**src/rtl/instr_ext_fetch_pkg.sv**
```systemverilog
// Shared definitions for the opcode/extension-word fetch block:
// fetch FSM encoding, data bus width and program address defaults.
`ifndef DATABUS
`define DATABUS 24
`endif

package instr_ext_fetch_pkg;

    localparam int unsigned DATABUS_W = `DATABUS;
    localparam int unsigned PAB_W     = 16;
    localparam logic [15:0] RESET_PC_DEFAULT = 16'h0000;

    typedef enum logic [1:0] {
        IDLE     = 2'd0,
        CLASSIFY = 2'd1,
        EXT_WAIT = 2'd2,
        OUT      = 2'd3
    } fetch_state_e;

endpackage

```
**src/rtl/instr_ext_fetch_pc_counter.sv**
```systemverilog
// Program address counter: reset to RESET_PC, load on redirect,
// increment per accepted word; load has priority over increment.
module instr_ext_fetch_pc_counter
    import instr_ext_fetch_pkg::*;
#(
    parameter int unsigned     AW       = PAB_W,
    parameter logic [AW-1:0]   RESET_PC = AW'(RESET_PC_DEFAULT)
) (
    input  logic          Clk,
    input  logic          reset,
    input  logic          load,
    input  logic [AW-1:0] load_addr,
    input  logic          inc,
    output logic [AW-1:0] pc
);

    // Increment wraps modulo 2^AW.
    always_ff @(posedge Clk or posedge reset) begin
        if (reset) begin
            pc <= RESET_PC;
        end else if (load) begin
            pc <= load_addr;
        end else if (inc) begin
            pc <= pc + AW'(1);
        end
    end

endmodule

```
**src/rtl/instr_ext_fetch.sv**
```systemverilog
// Pairs each fetched opcode word with its optional extension word and
// hands the assembled 1- or 2-word instruction to decode via valid/ready.
module instr_ext_fetch
    import instr_ext_fetch_pkg::*;
#(
    parameter int unsigned     DW       = DATABUS_W,
    parameter int unsigned     AW       = PAB_W,
    parameter logic [AW-1:0]   RESET_PC = AW'(RESET_PC_DEFAULT)
) (
    input  logic          Clk,
    input  logic          reset,
    input  logic [DW-1:0] pdb,
    input  logic          pdb_valid,
    output logic          pdb_ready,
    input  logic          immediate,
    output logic [AW-1:0] pab,
    input  logic          flush,
    input  logic [AW-1:0] flush_addr,
    output logic          op_valid,
    input  logic          op_ready,
    output logic [DW-1:0] opcode,
    output logic [DW-1:0] ext_word,
    output logic          has_ext
);

    fetch_state_e state;
    logic         pdb_xfer;

    // Word acceptance depends on state only, except CLASSIFY follows the flag.
    always_comb begin
        pdb_ready = 1'b0;
        if (!flush) begin
            case (state)
                IDLE, EXT_WAIT: pdb_ready = 1'b1;
                CLASSIFY:       pdb_ready = immediate;
                default:        pdb_ready = 1'b0;
            endcase
        end
    end

    assign op_valid = (state == OUT);
    assign pdb_xfer = pdb_valid & pdb_ready;

    instr_ext_fetch_pc_counter #(
        .AW       (AW),
        .RESET_PC (RESET_PC)
    ) u_pc (
        .Clk       (Clk),
        .reset     (reset),
        .load      (flush),
        .load_addr (flush_addr),
        .inc       (pdb_xfer),
        .pc        (pab)
    );

    // Fetch FSM and instruction holding registers; flush overrides everything but reset.
    always_ff @(posedge Clk or posedge reset) begin
        if (reset) begin
            state    <= IDLE;
            opcode   <= '0;
            ext_word <= '0;
            has_ext  <= 1'b0;
        end else if (flush) begin
            state    <= IDLE;
            ext_word <= '0;
            has_ext  <= 1'b0;
        end else begin
            case (state)
                IDLE: begin
                    if (pdb_xfer) begin
                        opcode <= pdb;
                        state  <= CLASSIFY;
                    end
                end
                CLASSIFY: begin
                    if (!immediate) begin
                        ext_word <= '0;
                        has_ext  <= 1'b0;
                        state    <= OUT;
                    end else if (pdb_xfer) begin
                        ext_word <= pdb;
                        has_ext  <= 1'b1;
                        state    <= OUT;
                    end else begin
                        state <= EXT_WAIT;
                    end
                end
                EXT_WAIT: begin
                    if (pdb_xfer) begin
                        ext_word <= pdb;
                        has_ext  <= 1'b1;
                        state    <= OUT;
                    end
                end
                OUT: begin
                    if (op_ready) begin
                        state <= IDLE;
                    end
                end
                default: state <= IDLE;
            endcase
        end
    end

endmodule

```
**config.mk**
```make
export PLATFORM = sky130hd
export DESIGN_NAME = instr_ext_fetch
export DESIGN_NICKNAME = d
export VERILOG_FILES = /design/src/rtl/instr_ext_fetch_pkg.sv /design/src/rtl/instr_ext_fetch_pc_counter.sv /design/src/rtl/instr_ext_fetch.sv
export SDC_FILE = /design/constraint.sdc
export NUM_CORES = 1
export LEC_CHECK = 0
export ABC_CLOCK_PERIOD_IN_PS = 6700
export BUFFER_PORTS_ARGS = -buffer_cell sky130_fd_sc_hd__buf_2
export CORE_AREA = 3 3 84 86
export CTS_CLUSTER_DIAMETER = 40
export DETAILED_ROUTE_END_ITERATION = 10
export DIE_AREA = 0 0 87 89
export PLACE_DENSITY = 0.84
export SETUP_SLACK_MARGIN = 0.02
export SLEW_MARGIN = 20
export SYNTH_ARGS = -nofsm -noshare
export SYNTH_HDL_FRONTEND = slang
export SYNTH_SLANG_ARGS = --single-unit
```
**constraint.sdc**
```tcl
create_clock -name Clk -period 6.7 [get_ports Clk]
set_input_delay 0 -clock Clk [delete_from_list [all_inputs] [get_ports Clk]]
set_output_delay 0 -clock Clk [all_outputs]
set_load 0.01 [all_outputs]
```
==> Word level (Yosys, flattened, before mapping) <==
Index checks and enable logic that the tools add are counted.
Widths: inputs -> output; s select.
{ "word_totals": {"inputBits": 46, "register_bits": 67, "out_inout_bits": 67, "word_cells": 39} }
{ "classes": {"n_addsub": 1, "n_reduce_logical": 6, "mux": 19, "n_bitwise": 2, "eq_ne": 6} }
{ "op_table": {"columns": ["cell", "count"], "rows": [
  ["$mux 24", 3],
  ["$pmux 24 s2", 1],
  ["$mux 16", 2],
  ["$add 16x1->16 const B", 1],
  ["$mux 2", 4],
  ["$pmux 2 s4", 1],
  ["$mux 1", 6],
  ["$ne 3x3->1 const B", 2],
  ["$reduce_and 3->1", 2],
  ["$eq 2x2->1 const B", 2],
  ["$pmux 1 s2", 2],
  ["$ne 3x2->1 const B", 1],
  ["$reduce_bool 3->1", 1],
  ["$eq 2x1->1 const B", 1],
  ["$logic_not 2->1", 1],
  ["$reduce_bool 2->1", 1],
  ["$reduce_or 2->1", 1],
  ["$and 1x1->1", 1],
  ["$not 1->1", 1]
]} }

==> Longest topological paths before layout <==
{ "logic_depth": {"ltp_word": 9, "depth_mapped": 8, "mapped_depth_nobuf": 6} }

==> Hierarchy <==
Synthesis repeated with hierarchy kept, for this count alone.
{ "unflattened": {"hier_cells": 291, "area_unflattened_um2": 3134.3} }
{ "modules_own_cells": {"columns": ["module", "cells_per_inst", "area_per_inst_um2", "seq_area_each_um2", "instances"], "rows": [
  ["instr_ext_fetch", 190, 2217.1, 1276.2, 1],
  ["instr_ext_fetch_pc_counter", 101, 917.1, 400.4, 1]
]} }

==> Least setup slack after synthesis <==
Ideal clock, no wire load.
{ "synth_path": {"kind": "register to register", "start": "register state[0]", "end": "register u_pc.pc[13]", "slack_ns": 4.421, "path_stages_with_launch": 6, "t_required_ns": 6.630, "path_buffers": 0, "setup_ns": 0.070, "arrival_ns": 2.210, "synth_period_minus_slack_ns": 2.279, "path_cell_list": "dfrtp_1 > ha_1 > or3b_4 > or4_4 > or4_1 > nand3_1"} }
{ "synth_between": {"elab_chain_cells": 6, "elab_cells_between_ends": 8, "cone_classes": "2 x eq/ne; 2 x mux; 1 x bitwise; 3 x reduce/logical"} }
{ "synth_lines": {"columns": ["item", "line", "source"], "rows": [
  ["from (decl)", "instr_ext_fetch.sv:26", "fetch_state_e state;"],
  ["from (signal assigned)", "instr_ext_fetch.sv:59", "state <= IDLE;"],
  ["from (signal assigned)", "instr_ext_fetch.sv:64", "state <= IDLE;"],
  ["from (signal assigned)", "instr_ext_fetch.sv:72", "state <= CLASSIFY;"],
  ["$eq 2x2->1 / $logic_not 2->1 (equally long branches)", "instr_ext_fetch.sv:33", "case (state)"],
  ["$reduce_or 2->1", "instr_ext_fetch.sv:33", null],
  ["$pmux 1 s2 (*)", "instr_ext_fetch.sv:33", null],
  ["$mux 1 (*)", "instr_ext_fetch.sv:32", "if (!flush) begin"],
  ["$and 1x1->1 (*)", "instr_ext_fetch.sv:42", "assign pdb_xfer = pdb_valid & pdb_ready;"],
  ["$reduce_bool 2->1 (no source line) (*)", null, null],
  ["to (signal assigned)", "instr_ext_fetch_pc_counter.sv:22", "pc <= load_addr;"],
  ["to (signal assigned)", "instr_ext_fetch_pc_counter.sv:24", "pc <= pc + AW'(1);"],
  ["to (decl)", "instr_ext_fetch_pc_counter.sv:14", "output logic [AW-1:0] pc"]
]} }
Mark *: on every way between the ends. The rest lies on a longest branch, timed or not.
A chain may end at the register's enable or synchronous reset.

==> Worst setup path in the final report <==
{ "layout_path": {"start": "register state[0]", "end": "register ext_word[10]"} }
{ "layout_between": {"elab_chain_cells": 9, "elab_cells_between_ends": 12, "cone_classes": "2 x eq/ne; 6 x mux; 1 x bitwise; 3 x reduce/logical"} }
{ "layout_lines": {"columns": ["item", "line", "source"], "rows": [
  ["$eq 2x2->1 / $logic_not 2->1 (equally long branches)", "instr_ext_fetch.sv:33, instr_ext_fetch.sv:68", null],
  ["$reduce_or 2->1", "instr_ext_fetch.sv:33", null],
  ["$pmux 1 s2", "instr_ext_fetch.sv:33", null],
  ["$mux 1", "instr_ext_fetch.sv:32", null],
  ["$and 1x1->1", "instr_ext_fetch.sv:42", null],
  ["$mux 24 (2 in a row)", null, null],
  ["$pmux 24 s2", "instr_ext_fetch.sv:68", "case (state)"],
  ["$mux 24", "instr_ext_fetch.sv:63", "end else if (flush) begin"],
  ["to (signal assigned)", "instr_ext_fetch.sv:81", "ext_word <= pdb;"],
  ["to (signal assigned)", "instr_ext_fetch.sv:90", "ext_word <= pdb;"],
  ["to (decl)", "instr_ext_fetch.sv:22", "output logic [DW-1:0] ext_word,"]
]} }
Several ways; a longest one is shown, not always the timed one.

==> results.ini <==
[finish]
final_cell_area_um2=4280
num_antenna_cells=0
layout.nets=496
fillers=487
layout-drive-gt1-share_pct=35.6
fin_cells=526
final_util_pct=67.3
syn_to_final_growth_pct=41.3

[outcome]
status=finished clean

[power_and_ir_drop]
power_leakage_nw=2.03
power_density_nw_per_um2=338
power_mw=1.45
peakVddDrop_uv=228

[synthesis]
yosys_warnings=0
synth_top_family_by_area=simple AND/OR/NAND/NOR gates
muxShareOfSynthArea_pct=9.59
synth.distinct_cells=35
ys.flop_type=dfrtp_1
synthArstFlopShare_pct=100
synth-simple-area-share_pct=16.3
yosysSeqAreaShare_pct=55.4
synth_fp_nets=343
synth_compound_area_share_pct=12.7
synth_xor_area_share_pct=0.579
syn_inst=291
synthAdderAreaFrac_pct=2.48
synth-edff-count=0
syn_avg_cell_area_um2=10.4
synthesis.area_um2=3030
synth_seq_cells=67

[routing]
drtAntennaViolNets=0
vias=2892
vias_per_cell=5.50
drc_errors=0
drt-total-wl_um=8710
firstDrtPassIters=4
drt_iter0_drc=232
wl_per_cell_um=16.6

[min_path]
min_path_cells=4
hp-class=in2reg

[timing]
setup_ws_ns=4.02
rsz0062_at_grt=false
slew_headroom_pct=44.2
drv_slew=0
skew_ns=0.00987
fin_crit_sh_pct=39.9
worst_slew_pin_slew_ns=0.837
fmax_mhz=374
finalHoldViolCount=0
period_minus_slack_ns=2.68
setup_viol=0
holdWs_ns=0.130
tns_ns=0

[global_routing]
grt_pass1_vias=2806
grt_first_pass_wirelength_um=13800
grt.overflow.total=0
track_usage_pct=22.9
antenna_found_initial=0
grt_max_degree=68

[placement]
dp.cells=469
dp_worst_setup_slack_ns=4.11
routabilityCongestion=0.860
post-dp-hpwl_um=5470
numPortBuffers=112
dpl-instance-area_um2=3650

[clock_tree]
cts_buffers=9
cts_tree=done
clk_path_buf_depth=2
root_buffer=clkbuf_8
htree_levels=3
cts_resized=0
clock_sink_count=67
clock_latency_ns=0.35
clk_pin_slew_ns=0.08

[job]
maxCapViolCount=0

[floorplan]
rows=29
core_um2=6350
start_util_pct=47.6
ios=113
die-area_um2=7740
die_h_um=89
die_w_um=87

[setup_path]
path_class=reg2reg
crit_required_ns=6.95
crit_fanout=24
ff2ff_path_depth=6
cp.arrival_ns=2.93
start_kind=register
end_kind=register

-- state kept, by name, summed over array words and instances (netlist names) --
signal    flops
has_ext       1
state         2
opcode       24
ext_word     24
u_pc.pc      16
-- layout by cell type, fill, tap and decap left out, drive strengths merged, types with 2 or more instances in the layout --
cell / count
nor3b: 2
ha: 6
o311ai: 9
nor4: 3
nand4: 3
a211o: 2
o211ai: 4
dlygate4sd3: 41
inv: 11
mux2i: 2
a221o: 4
clkinv: 2
nor2: 9
or3: 3
nand3: 7
dfrtp: 67
clkbuf: 11
or4: 4
o21ai: 5
a21oi: 26
nand2: 64
buf: 114
nor2b: 2
a31oi: 5
mux2: 24
nand2b: 2
nor3: 6
-- worst max-delay path: stages, from the launching register on --
cell and delay [ns]:
dfrtp_1 0.40, inv_1 0.12, ha_1 0.25, a211oi_1 0.68, or3_1 0.77, nand2_1 0.14, a21oi_1 0.22
-- path summary, 6_finish.rpt --
check,slack [ns],start,to
worst min register to register,0.51,opcode[3]$_DFFE_PP0P_,opcode[3]$_DFFE_PP0P_
worst min-delay path,0.13,pdb_valid,u_pc.pc[4]$_DFFE_PP0P_
worst max-delay path,4.02,state[0]$_DFFE_PP0P_,ext_word[10]$_DFFE_PP0P_
worst max register to register,4.02,state[0]$_DFFE_PP0P_,ext_word[10]$_DFFE_PP0P_
min in group asynchronous,0.46,reset,ext_word[6]$_DFFE_PP0P_
max in group asynchronous,5.70,reset,u_pc.pc[5]$_DFFE_PP0P_
-- where the power goes --
| part | total, mW | leakage, nW | internal (mW) | switching, mW |
|---|---|---|---|---|
| sequential | 0.583 | 0.849 | 0.514 | 0.0691 |
| clock | 0.351 | 0.106 | 0.193 | 0.157 |
| combinational | 0.512 | 1.08 | 0.228 | 0.284 |
| total | 1.45 | 2.03 | 0.935 | 0.510 |
-- kinds of logic (layout without fill, tap and decap cells) --
kind of cell,count (synthesis),in the layout
AND/OR/NAND/NOR,108,108
flip-flops,67,67
AO/OA/AOI/OAI,59,59
multiplexers,26,26
buffers and inverters,23,181
adder cells (fa/ha/maj),6,6
XOR/XNOR,2,2
-- final cells by class --
cell class              instances  area, µm²  share of cell area (%)
clock inverters                 5       60.1                    1.40
well taps                      77       96.3                    2.25
multi-input cells             201       1270                    29.6
repair buffers                155        986                    23.1
flip-flops and latches         67       1680                    39.2
inverters                      10       37.5                   0.878
clock buffers                  11        151                    3.54
-- metal layers --
layer  track usage, %  wire length [µm]  vias to the layer above  share of wire (%)
li1                 -                 -                     1344                  -
met2             38.6              4560                      128                 52
met5                0                 0                        -                  0
met4             13.5               292                        0                3.4
met3             4.33               440                       33                5.1
met1             27.4              3420                     1387                 39
-- synthesized netlist by cell type (all sizes together), types with 3 or more instances --
cell type	instances	area share (%)
a21oi	26	4.3
a221o	4	1.3
a31oi	5	1.0
clkbuf	12	1.5
dfrtp	67	55
ha	6	2.5
inv	10	1.2
mux2	24	8.9
nand2	64	7.9
nand3	7	1.2
nand4	3	0.62
nor2	9	1.1
nor3	6	0.99
nor4	3	0.62
o211ai	4	0.99
o21ai	5	0.83
o311ai	9	2.6
or3	3	0.62
or4	4	1.1
-- repair_timing --
action / in CTS / in global routing
hold buffers: 41 / 0
hold endpoints to repair: 131 / 0
buffers inserted: 0 / 0
Note: power is estimated with default switching activity, not from simulation.
